[config.mk]
export PLATFORM = sky130hd
export DESIGN_NAME = cache_control
export DESIGN_NICKNAME = d
export VERILOG_FILES = /design/src/rtl/cache_types_pkg.sv /design/src/rtl/cache_plru.sv /design/src/rtl/cache_control.sv
export SDC_FILE = /design/constraint.sdc
export NUM_CORES = 1
export LEC_CHECK = 0
export ABC_CLOCK_PERIOD_IN_PS = 3630
export BUFFER_PORTS_ARGS = -buffer_cell sky130_fd_sc_hd__clkbuf_2
export CAP_MARGIN = 30
export CORE_UTILIZATION = 55
export DETAILED_ROUTE_END_ITERATION = 10
export GPL_TIMING_DRIVEN = 0
export PLACE_DENSITY = 0.83
export SETUP_SLACK_MARGIN = 0.4
export SLEW_MARGIN = 20
export SYNTH_ARGS = -nofsm -noshare
export SYNTH_HDL_FRONTEND = slang
export SYNTH_SLANG_ARGS = --single-unit
[constraint.sdc]
create_clock -name clk -period 3.63 [get_ports clk]
set_input_delay 0.726 -clock clk [delete_from_list [all_inputs] [get_ports clk]]
set_output_delay 0.726 -clock clk [all_outputs]
set_load 0.05 [all_outputs]
[src/rtl/cache_types_pkg.sv]
// ---------------------------------------------------------------------------
// cache_types_pkg
// Shared types and constants for the 4-way set-associative cache controller:
//   - controller state encoding
//   - address geometry (line offset width, default set-index width)
//   - way count and PLRU bit layout
//   - pmem_addr_sel / wmask_sel encodings
//   - small helpers for way one-hot and hit priority encoding
// ---------------------------------------------------------------------------
package cache_types_pkg;

  // 32-byte lines: bits [4:0] are the byte offset within a line.
  localparam int S_OFFSET        = 5;
  localparam int S_INDEX_DEFAULT = 4;

  localparam int NUM_WAYS  = 4;
  localparam int WAY_BITS  = 2;
  localparam int PLRU_BITS = 3;

  // Bit positions of {b0,b1,b2} inside a 3-bit PLRU word: b0 is the MSB,
  // so the word reads left to right as {b0,b1,b2}.
  localparam int PLRU_B0 = 2;
  localparam int PLRU_B1 = 1;
  localparam int PLRU_B2 = 0;

  // Line address source for physical memory.
  localparam logic PMEM_SEL_CPU    = 1'b0;
  localparam logic PMEM_SEL_VICTIM = 1'b1;

  // Data array write mask source.
  localparam logic WMASK_FULL_LINE = 1'b0;
  localparam logic WMASK_CPU       = 1'b1;

  typedef enum logic [2:0] {
    IDLE      = 3'd0,
    COMPARE   = 3'd1,
    WRITEBACK = 3'd2,
    ALLOCATE  = 3'd3,
    REREAD    = 3'd4
  } cache_state_t;

  // One-hot select of a single way.
  function automatic logic [NUM_WAYS-1:0] way_onehot(input logic [WAY_BITS-1:0] way);
    logic [NUM_WAYS-1:0] v;
    v      = '0;
    v[way] = 1'b1;
    return v;
  endfunction

  // Index of the lowest set bit. Several hits at once should never happen;
  // if they do, the lowest way is the one served.
  function automatic logic [WAY_BITS-1:0] lowest_hit_way(input logic [NUM_WAYS-1:0] hits);
    logic [WAY_BITS-1:0] w;
    w = '0;
    for (int i = NUM_WAYS - 1; i >= 0; i--) begin
      if (hits[i]) w = WAY_BITS'(i);
    end
    return w;
  endfunction

endpackage

[src/rtl/cache_plru.sv]
// ---------------------------------------------------------------------------
// cache_plru
// Tree pseudo-LRU state for every set (3 bits per set, 4 ways), plus the
// replacement choice for the currently addressed set.
//   clk         in   clock, rising edge
//   rst         in   asynchronous active-high reset, clears all PLRU bits
//   index       in   set index of the current request
//   update      in   record an access to access_way in set index
//   access_way  in   way that was just accessed
//   victim_way  out  replacement way for set index (combinational)
// ---------------------------------------------------------------------------
module cache_plru
  import cache_types_pkg::*;
#(
  parameter int s_index = S_INDEX_DEFAULT
) (
  input  logic                clk,
  input  logic                rst,
  input  logic [s_index-1:0]  index,
  input  logic                update,
  input  logic [WAY_BITS-1:0] access_way,
  output logic [WAY_BITS-1:0] victim_way
);

  localparam int NUM_SETS = 1 << s_index;

  logic [PLRU_BITS-1:0] plru_reg [NUM_SETS];
  logic [PLRU_BITS-1:0] cur_bits;
  logic [PLRU_BITS-1:0] next_bits;

  assign cur_bits = plru_reg[index];

  // b0 picks the half, then b2 (upper pair) or b1 (lower pair) picks the way.
  always_comb begin
    victim_way = '0;
    if (cur_bits[PLRU_B0]) begin
      victim_way = cur_bits[PLRU_B2] ? 2'd3 : 2'd2;
    end else begin
      victim_way = cur_bits[PLRU_B1] ? 2'd1 : 2'd0;
    end
  end

  // Point the tree away from the way just used.
  always_comb begin
    next_bits = cur_bits;
    if (!access_way[1]) begin
      next_bits[PLRU_B0] = 1'b1;
      next_bits[PLRU_B1] = ~access_way[0];
    end else begin
      next_bits[PLRU_B0] = 1'b0;
      next_bits[PLRU_B2] = ~access_way[0];
    end
  end

  always_ff @(posedge clk or posedge rst) begin
    if (rst) begin
      for (int s = 0; s < NUM_SETS; s++) begin
        plru_reg[s] <= '0;
      end
    end else if (update) begin
      plru_reg[index] <= next_bits;
    end
  end

endmodule

[src/rtl/cache_control.sv]
// ---------------------------------------------------------------------------
// cache_control
// Control FSM for a 4-way set-associative, write-back, write-allocate cache.
// Drives the datapath strobes and the physical memory handshake; replacement
// is tree PLRU held in cache_plru.
//   clk, rst                      clock / async active-high reset
//   mem_read, mem_write           CPU request strobes, held until mem_resp
//   mem_address                   CPU byte address (index = [s_index+4:5])
//   mem_resp                      one-cycle request-complete pulse
//   way_hit                       per-way valid&tag-match from the datapath
//   victim_valid, victim_dirty    status of victim_way at the current index
//   victim_way                    PLRU replacement way for the current index
//   data_web                      per-way data write enable, active low
//   wmask_sel                     0 full line from pmem, 1 CPU byte mask
//   tag_load/valid_load/dirty_load per-way metadata load strobes
//   dirty_in                      value written on dirty_load
//   pmem_addr_sel                 0 CPU line address, 1 victim line address
//   pmem_read, pmem_write         memory strobes, held until pmem_resp
//   pmem_resp                     memory completion pulse
// ---------------------------------------------------------------------------
module cache_control
  import cache_types_pkg::*;
#(
  parameter int s_index = S_INDEX_DEFAULT
) (
  input  logic                clk,
  input  logic                rst,
  input  logic                mem_read,
  input  logic                mem_write,
  input  logic [31:0]         mem_address,
  output logic                mem_resp,
  input  logic [NUM_WAYS-1:0] way_hit,
  input  logic                victim_valid,
  input  logic                victim_dirty,
  output logic [WAY_BITS-1:0] victim_way,
  output logic [NUM_WAYS-1:0] data_web,
  output logic                wmask_sel,
  output logic [NUM_WAYS-1:0] tag_load,
  output logic [NUM_WAYS-1:0] valid_load,
  output logic [NUM_WAYS-1:0] dirty_load,
  output logic                dirty_in,
  output logic                pmem_addr_sel,
  output logic                pmem_read,
  output logic                pmem_write,
  input  logic                pmem_resp
);

  cache_state_t        state_reg;
  cache_state_t        state_next;
  logic [s_index-1:0]  index;
  logic                hit_any;
  logic [WAY_BITS-1:0] hit_way;
  logic                plru_update;
  logic                unused_addr;

  assign index       = mem_address[s_index+S_OFFSET-1:S_OFFSET];
  assign unused_addr = ^{mem_address[31:s_index+S_OFFSET], mem_address[S_OFFSET-1:0]};

  assign hit_any = |way_hit;
  assign hit_way = lowest_hit_way(way_hit);

  cache_plru #(
    .s_index (s_index)
  ) plru_inst (
    .clk        (clk),
    .rst        (rst),
    .index      (index),
    .update     (plru_update),
    .access_way (hit_way),
    .victim_way (victim_way)
  );

  always_ff @(posedge clk or posedge rst) begin
    if (rst) begin
      state_reg <= IDLE;
    end else begin
      state_reg <= state_next;
    end
  end

  // All outputs are decoded from the state; since the state register resets
  // asynchronously, every strobe drops in the same cycle rst rises.
  always_comb begin
    state_next    = state_reg;
    mem_resp      = 1'b0;
    data_web      = '1;
    wmask_sel     = WMASK_FULL_LINE;
    tag_load      = '0;
    valid_load    = '0;
    dirty_load    = '0;
    dirty_in      = 1'b0;
    pmem_addr_sel = PMEM_SEL_CPU;
    pmem_read     = 1'b0;
    pmem_write    = 1'b0;
    plru_update   = 1'b0;

    unique case (state_reg)
      IDLE: begin
        // Tag/valid arrays need one cycle to produce way_hit for this index.
        if (mem_read || mem_write) begin
          state_next = COMPARE;
        end
      end

      COMPARE: begin
        if (hit_any) begin
          mem_resp    = 1'b1;
          plru_update = 1'b1;
          // A simultaneous read and write strobe is served as a write.
          if (mem_write) begin
            data_web   = ~way_onehot(hit_way);
            wmask_sel  = WMASK_CPU;
            dirty_load = way_onehot(hit_way);
            dirty_in   = 1'b1;
          end
          state_next = IDLE;
        end else if (victim_valid && victim_dirty) begin
          state_next = WRITEBACK;
        end else begin
          state_next = ALLOCATE;
        end
      end

      WRITEBACK: begin
        pmem_write    = 1'b1;
        pmem_addr_sel = PMEM_SEL_VICTIM;
        if (pmem_resp) begin
          state_next = ALLOCATE;
        end
      end

      ALLOCATE: begin
        pmem_read     = 1'b1;
        pmem_addr_sel = PMEM_SEL_CPU;
        if (pmem_resp) begin
          // Fill the victim with a clean line; PLRU is left alone here and
          // is updated by the hit that follows in COMPARE.
          data_web   = ~way_onehot(victim_way);
          wmask_sel  = WMASK_FULL_LINE;
          tag_load   = way_onehot(victim_way);
          valid_load = way_onehot(victim_way);
          dirty_load = way_onehot(victim_way);
          dirty_in   = 1'b0;
          state_next = REREAD;
        end
      end

      REREAD: begin
        // Give the arrays a cycle to return the freshly written line.
        state_next = COMPARE;
      end

      default: begin
        state_next = IDLE;
      end
    endcase
  end

endmodule

* Word level (Yosys, flattened, before mapping) *
Cells that the tools add are included.

storage, ports and cells
  register bits after elaboration = 51
  bits of input ports = 43
  output and inout port bits = 24
  logic and storage cells = 84

operators by class
  $lt $le $gt $ge = 6
  equal/unequal tests = 7
  mux-type cells = 42
  bitwise gates (word level) = 4
  reduce and logical (&&, ||, !) cells = 8

operators with widths
  operator            count
  $bwmux 48           1
  $mux 4              7
  $mux 3              6
  $pmux 4 s2          2
  $mux 1              15
  $pmux 3 s5          1
  $bmux 3 s4          1
  $demux 3 s4         1
  $mux 2              6
  $not 4->4           2
  $eq 3x2->1 const B  2
  $lt 2x3->1 const B  2
  $ne 2x2->1 const B  3
  $ge 5x5->1 const B  1
  $lt 5x1->1 const B  1
  $not 4->5           1
  $demux 1 s2         2
  $ge 2x1->1 const B  2
  $logic_and 1x1->1   4
  $reduce_or 4->1     1
  $eq 3x1->1 const B  1
  $eq 3x3->1 const B  1
  $logic_not 3->1     1
  $reduce_and 3->1    1
  2 further kinds     2

* Longest topological paths before layout *
  depth after elaboration = 13
  depth in mapped cells = 9

* Hierarchy *
Synthesis repeated with hierarchy kept, for this count alone.

second synthesis, totals
  cells, all modules = 250
  area total of the unflattened synthesis = 2,803.9 um2

by module, submodules not included
  module         instances  cells an instance  area each (um2)  seq. area each (um2)
  cache_plru     1          197                2,413.6          1,201.2
  cache_control  1          53                 390.4            75.1

* Worst setup path before layout *
OpenSTA, ideal clock, no wires.

  path type = register to output
  start point = register state_reg[1]
  end point = output port dirty_load[1]
  data arrival time = 3,316 ps
  required time = 2,904 ps
  path slack = -412 ps
  cell stages (with the launch flop) = 7
  cell sequence = dfrtp_1 > inv_1 > nor3b_1 > nand2_1 > inv_1 > nand2b_1 > o21ai_0

between the ends
  longest elaborated chain between the ends = 2

ends and longest elaborated chain
  what                                             RTL line             source
  start, declared                                  cache_control.sv:48  cache_state_t state_reg;
  start signal, assigned                           cache_control.sv:77  state_reg <= state_next;
  $eq 3x2->1 / $eq 3x1->1 (equally long branches)  cache_control.sv:97  unique case (state_reg)
  $pmux 4 s2 (*)                                   cache_control.sv:97
  end, declared                                    cache_control.sv:40  output logic [NUM_WAYS-1:0] dirty_load,

Mark *: on every way between the ends. The rest lies on a longest branch, timed or not.

* Worst setup path after layout *
  start point = input port mem_address[6]
  end point = output port data_web[3]

between the ends
  longest elaborated chain between the ends = 13

ends and longest elaborated chain
  what                                                                   RTL line                            source
  start, declared                                                        cache_control.sv:30                 input logic [31:0] mem_address,
  $not 4->5 (implied by the code) (*)                                    cache_plru.sv:31                    assign cur_bits = plru_reg[index];
  $bmux 3 s4 (*)                                                         cache_plru.sv:31
  $mux 3 (implied by the code) (*) (2 in series)                         cache_plru.sv:31
  $mux 1, on equally long branches                                       cache_plru.sv:39, cache_plru.sv:37
  $mux 2 (*)                                                             cache_plru.sv:36                    if (cur_bits[PLRU_B0]) begin
  $lt 2x3->1 (implied by the code) / $ge 2x1->1 (equally long branches)  cache_types_pkg.sv:46               v[way] = 1'b1;
  $logic_and 1x1->1 (implied by the code)                                cache_types_pkg.sv:46
  $mux 1 (implied by the code)                                           cache_types_pkg.sv:46
  $demux 1 s2 (*)                                                        cache_types_pkg.sv:46
  $not 4->4 (*)                                                          cache_control.sv:138                data_web = ~way_onehot(victim_way);
  $mux 4 (*)                                                             cache_control.sv:135                if (pmem_resp) begin
  $pmux 4 s2 (*)                                                         cache_control.sv:97
  end, declared                                                          cache_control.sv:36                 output logic [NUM_WAYS-1:0] data_web,

Mark *: on every way between the ends. The rest lies on a longest branch, timed or not. The select of a mux whose other input is x is not followed.

==> results_dict.tcl <==
set metrics [dict create \
    cp_max_fo 6 \
    wl_per_cell_um 17.0 \
    cts_buffers 5 \
    ios 67 \
    reg2regPathDepth 4 \
    synth_edf_count 0 \
    antenna_cells 0 \
    die-area_mm2 0.00539 \
    synth-seq-cells 51 \
    clk_pin_slew_ns 0.09 \
    firstDrtPassIters 4 \
    synth_cell_type_count 53 \
    coreArea_mm2 0.00482 \
    crit_type "in -> out" \
    fin_nets 331 \
    placed_area_mm2 0.00320 \
    post-route-period-util 0.895 \
    maxCapViolCount 0 \
    wl_mm 6.04 \
    register_area_mm2 0.00128 \
    wl_met1_mm 2.70 \
    via_per_inst 5.83 \
    clock_skew_ns 0.00556 \
    setup_viol 0 \
    fin_tns_setup_ns 0 \
    die_x_um 73.5 \
    rrSetupSlack_ns 1.49 \
    rsz0062_at_grt "no" \
    status "finished, final reports clean" \
    start_kind "input port" \
    start_util 0.583 \
    synthArstFlopShare 1.00 \
    ant_nets 0 \
    die_h_um 73.5 \
    peakVddDrop_mv 0.303 \
    r2r_start "state_reg[2]$_DFFE_PP0P_" \
    syn_area_per_cell_um2 11.7 \
    largest_reg_flops 48 \
    worstPathArrival_ns 2.52 \
    h-tree-depth 2 \
    rows 25 \
    synth_nets 282 \
    synth_common_cells "51 x dfrtp_1, 33 x mux2_2, 32 x nor2_1" \
    hpwl_mm 4.42 \
    grt_max_degree 34 \
    drv_slew 0 \
    grt_pass1_wl_mm 9.76 \
    worst_ep_required_time_ns 2.90 \
    yosysWarningCount 0 \
    hold_violations 0 \
    synthFlopType "dfrtp_1" \
    yosysSeqAreaShare 0.455 \
    port_buffers 35 \
    place_congestion 0.829 \
    yosys.area.top_type "dfrtp_1" \
    multi_input_area_mm2 0.00150 \
    dp_cells 342 \
    tightest_slew_ns 0.823 \
    grt_antenna_before_repair 0 \
    cts_tree "built" \
    cts_buffer_depth 2 \
    top_layer_used "met4" \
    grt_usage 0.243 \
    final_cell_area_mm2 0.00342 \
    slew_headroom 0.447 \
    drt_iter0_markers 123 \
    areaGrowthSynthToFinish_pct 21.9 \
    clock_latency_ns 0.30 \
    route.detailed.drc 0 \
    cts.sinks 51 \
    clock.fmax_mhz 308 \
    synthTopCellsByArea "dfrtp_1 45%, mux2_2 13%, mux4_2 4.8%, nor2_1 4.3%, a21oi_1 3.0%" \
    met3RoutedLength_um 297 \
    drive_above_1_share 0.467 \
    vias 2074 \
    power_density_mw_per_mm2 693 \
    min_path_type "in -> async" \
    synth_top_area_share 0.455 \
    grt_pass1_vias 1984 \
    synthesis.area_mm2 0.00281 \
    met2_length_mm 2.94 \
    critPathCaptureType "output port" \
    fill_cells 360 \
    synthCells 239 \
    fin_cells 356 \
    synth.most_common_cell "dfrtp_1" \
    r2r_end "plru_inst.plru_reg[10]$_DFFE_PP0P_" \
    grt_remaining_overflow 0 \
    cts-root-buf "clkbuf_8" \
    p_leak_nw 1.51 \
    fin_crit_ns 3.25 \
]
per-layer routing:
metal | vias to the layer above | GRT usage
met4 | 0 | 0.0833
li1 | 968 | -
met5 | - | 0
met3 | 12 | 0.0508
met1 | 1027 | 0.329
met2 | 67 | 0.391
kinds of logic after synthesis:
group                  after synthesis  synth area share
buffers and inverters               20            0.0455
and+or+nand+nor                     75             0.152
DFF                                 51             0.455
muxes                               51             0.241
AOI/OAI and AO/OA                   42             0.107
metrics by stage:
stage | total power, mW | setup WS [ns] | hold slack [ns] | utilization
2_1_floorplan | 1.74 | 0.228 | 0.445 | -
3_3_place_gp | 1.90 | 0.347 | 0.466 | 0.661
3_5_place_dp | 1.95 | 0.303 | 0.477 | 0.665
4_1_cts | 2.36 | 0.397 | 0.395 | 0.696
5_1_grt | 2.51 | 0.339 | 0.406 | 0.710
6_report | 2.37 | 0.382 | 0.384 | 0.710
where the power goes:
part           internal (mW)  switching, mW
Combinational          0.466          0.521
Sequential             0.842          0.148
Clock                  0.208          0.188
Total                   1.52          0.857
worst max-delay path, cell delays in order:
cell and delay, ns:
buf_8 0.09, buf_12 0.13, mux4_2 0.53, a22oi_2 0.24
a21boi_4 0.27, nor3b_4 0.09, a31oi_2 0.14, buf_2 0.29
final cells by class:
cell class / instances / share of cell area
multi-input combinational: 168 / 0.438
sequential: 51 / 0.373
clock inverter: 2 / 0.0113
timing repair buffer: 42 / 0.0856
tap: 67 / 0.0245
inverter: 5 / 0.00548
buffer: 15 / 0.0406
clock buffer: 6 / 0.0212
what timing repair did:
action | 4_1_cts | 5_1_grt
hold buffers | 0 | 0
pin swaps | 0 | 5
resized for setup | 9 | 25
endpoints found under the setup margin | 5 | 13
endpoints found under the hold margin | 0 | 0
buffers inserted | 1 | 5
cloned | 0 | 0
worst max path at each step:
stage / slack (ns) / start / endpoint / cells past startpoint
CTS: 0.40 / mem_address[6] / valid_load[2] / 8
global placement: 0.35 / mem_address[6] / valid_load[0] / 9
global route: 0.34 / mem_address[6] / data_web[3] / 8
finish: 0.38 / mem_address[6] / data_web[3] / 8
floorplan: 0.23 / mem_address[6] / data_web[3] / 7
detailed placement: 0.30 / mem_address[6] / valid_load[2] / 8
cell usage in the layout (no fill, tap or decap), types with 4 or more instances in the layout:
| cell type | Yosys | final |
|---|---|---|
| clkbuf_4 | 0 | 4 |
| buf_6 | 1 | 5 |
| buf_8 | 0 | 5 |
| mux2i_1 | 8 | 7 |
| nor2b_1 | 5 | 5 |
| mux4_2 | 6 | 6 |
| a21oi_1 | 17 | 16 |
| inv_1 | 5 | 4 |
| clkbuf_8 | 0 | 5 |
| nand2_1 | 9 | 9 |
| buf_4 | 7 | 11 |
| clkbuf_2 | 0 | 27 |
| mux2_2 | 33 | 32 |
| nor2_1 | 32 | 30 |
| dfrtp_1 | 51 | 51 |
No activity file was read; power rests on OpenSTA's default activity.
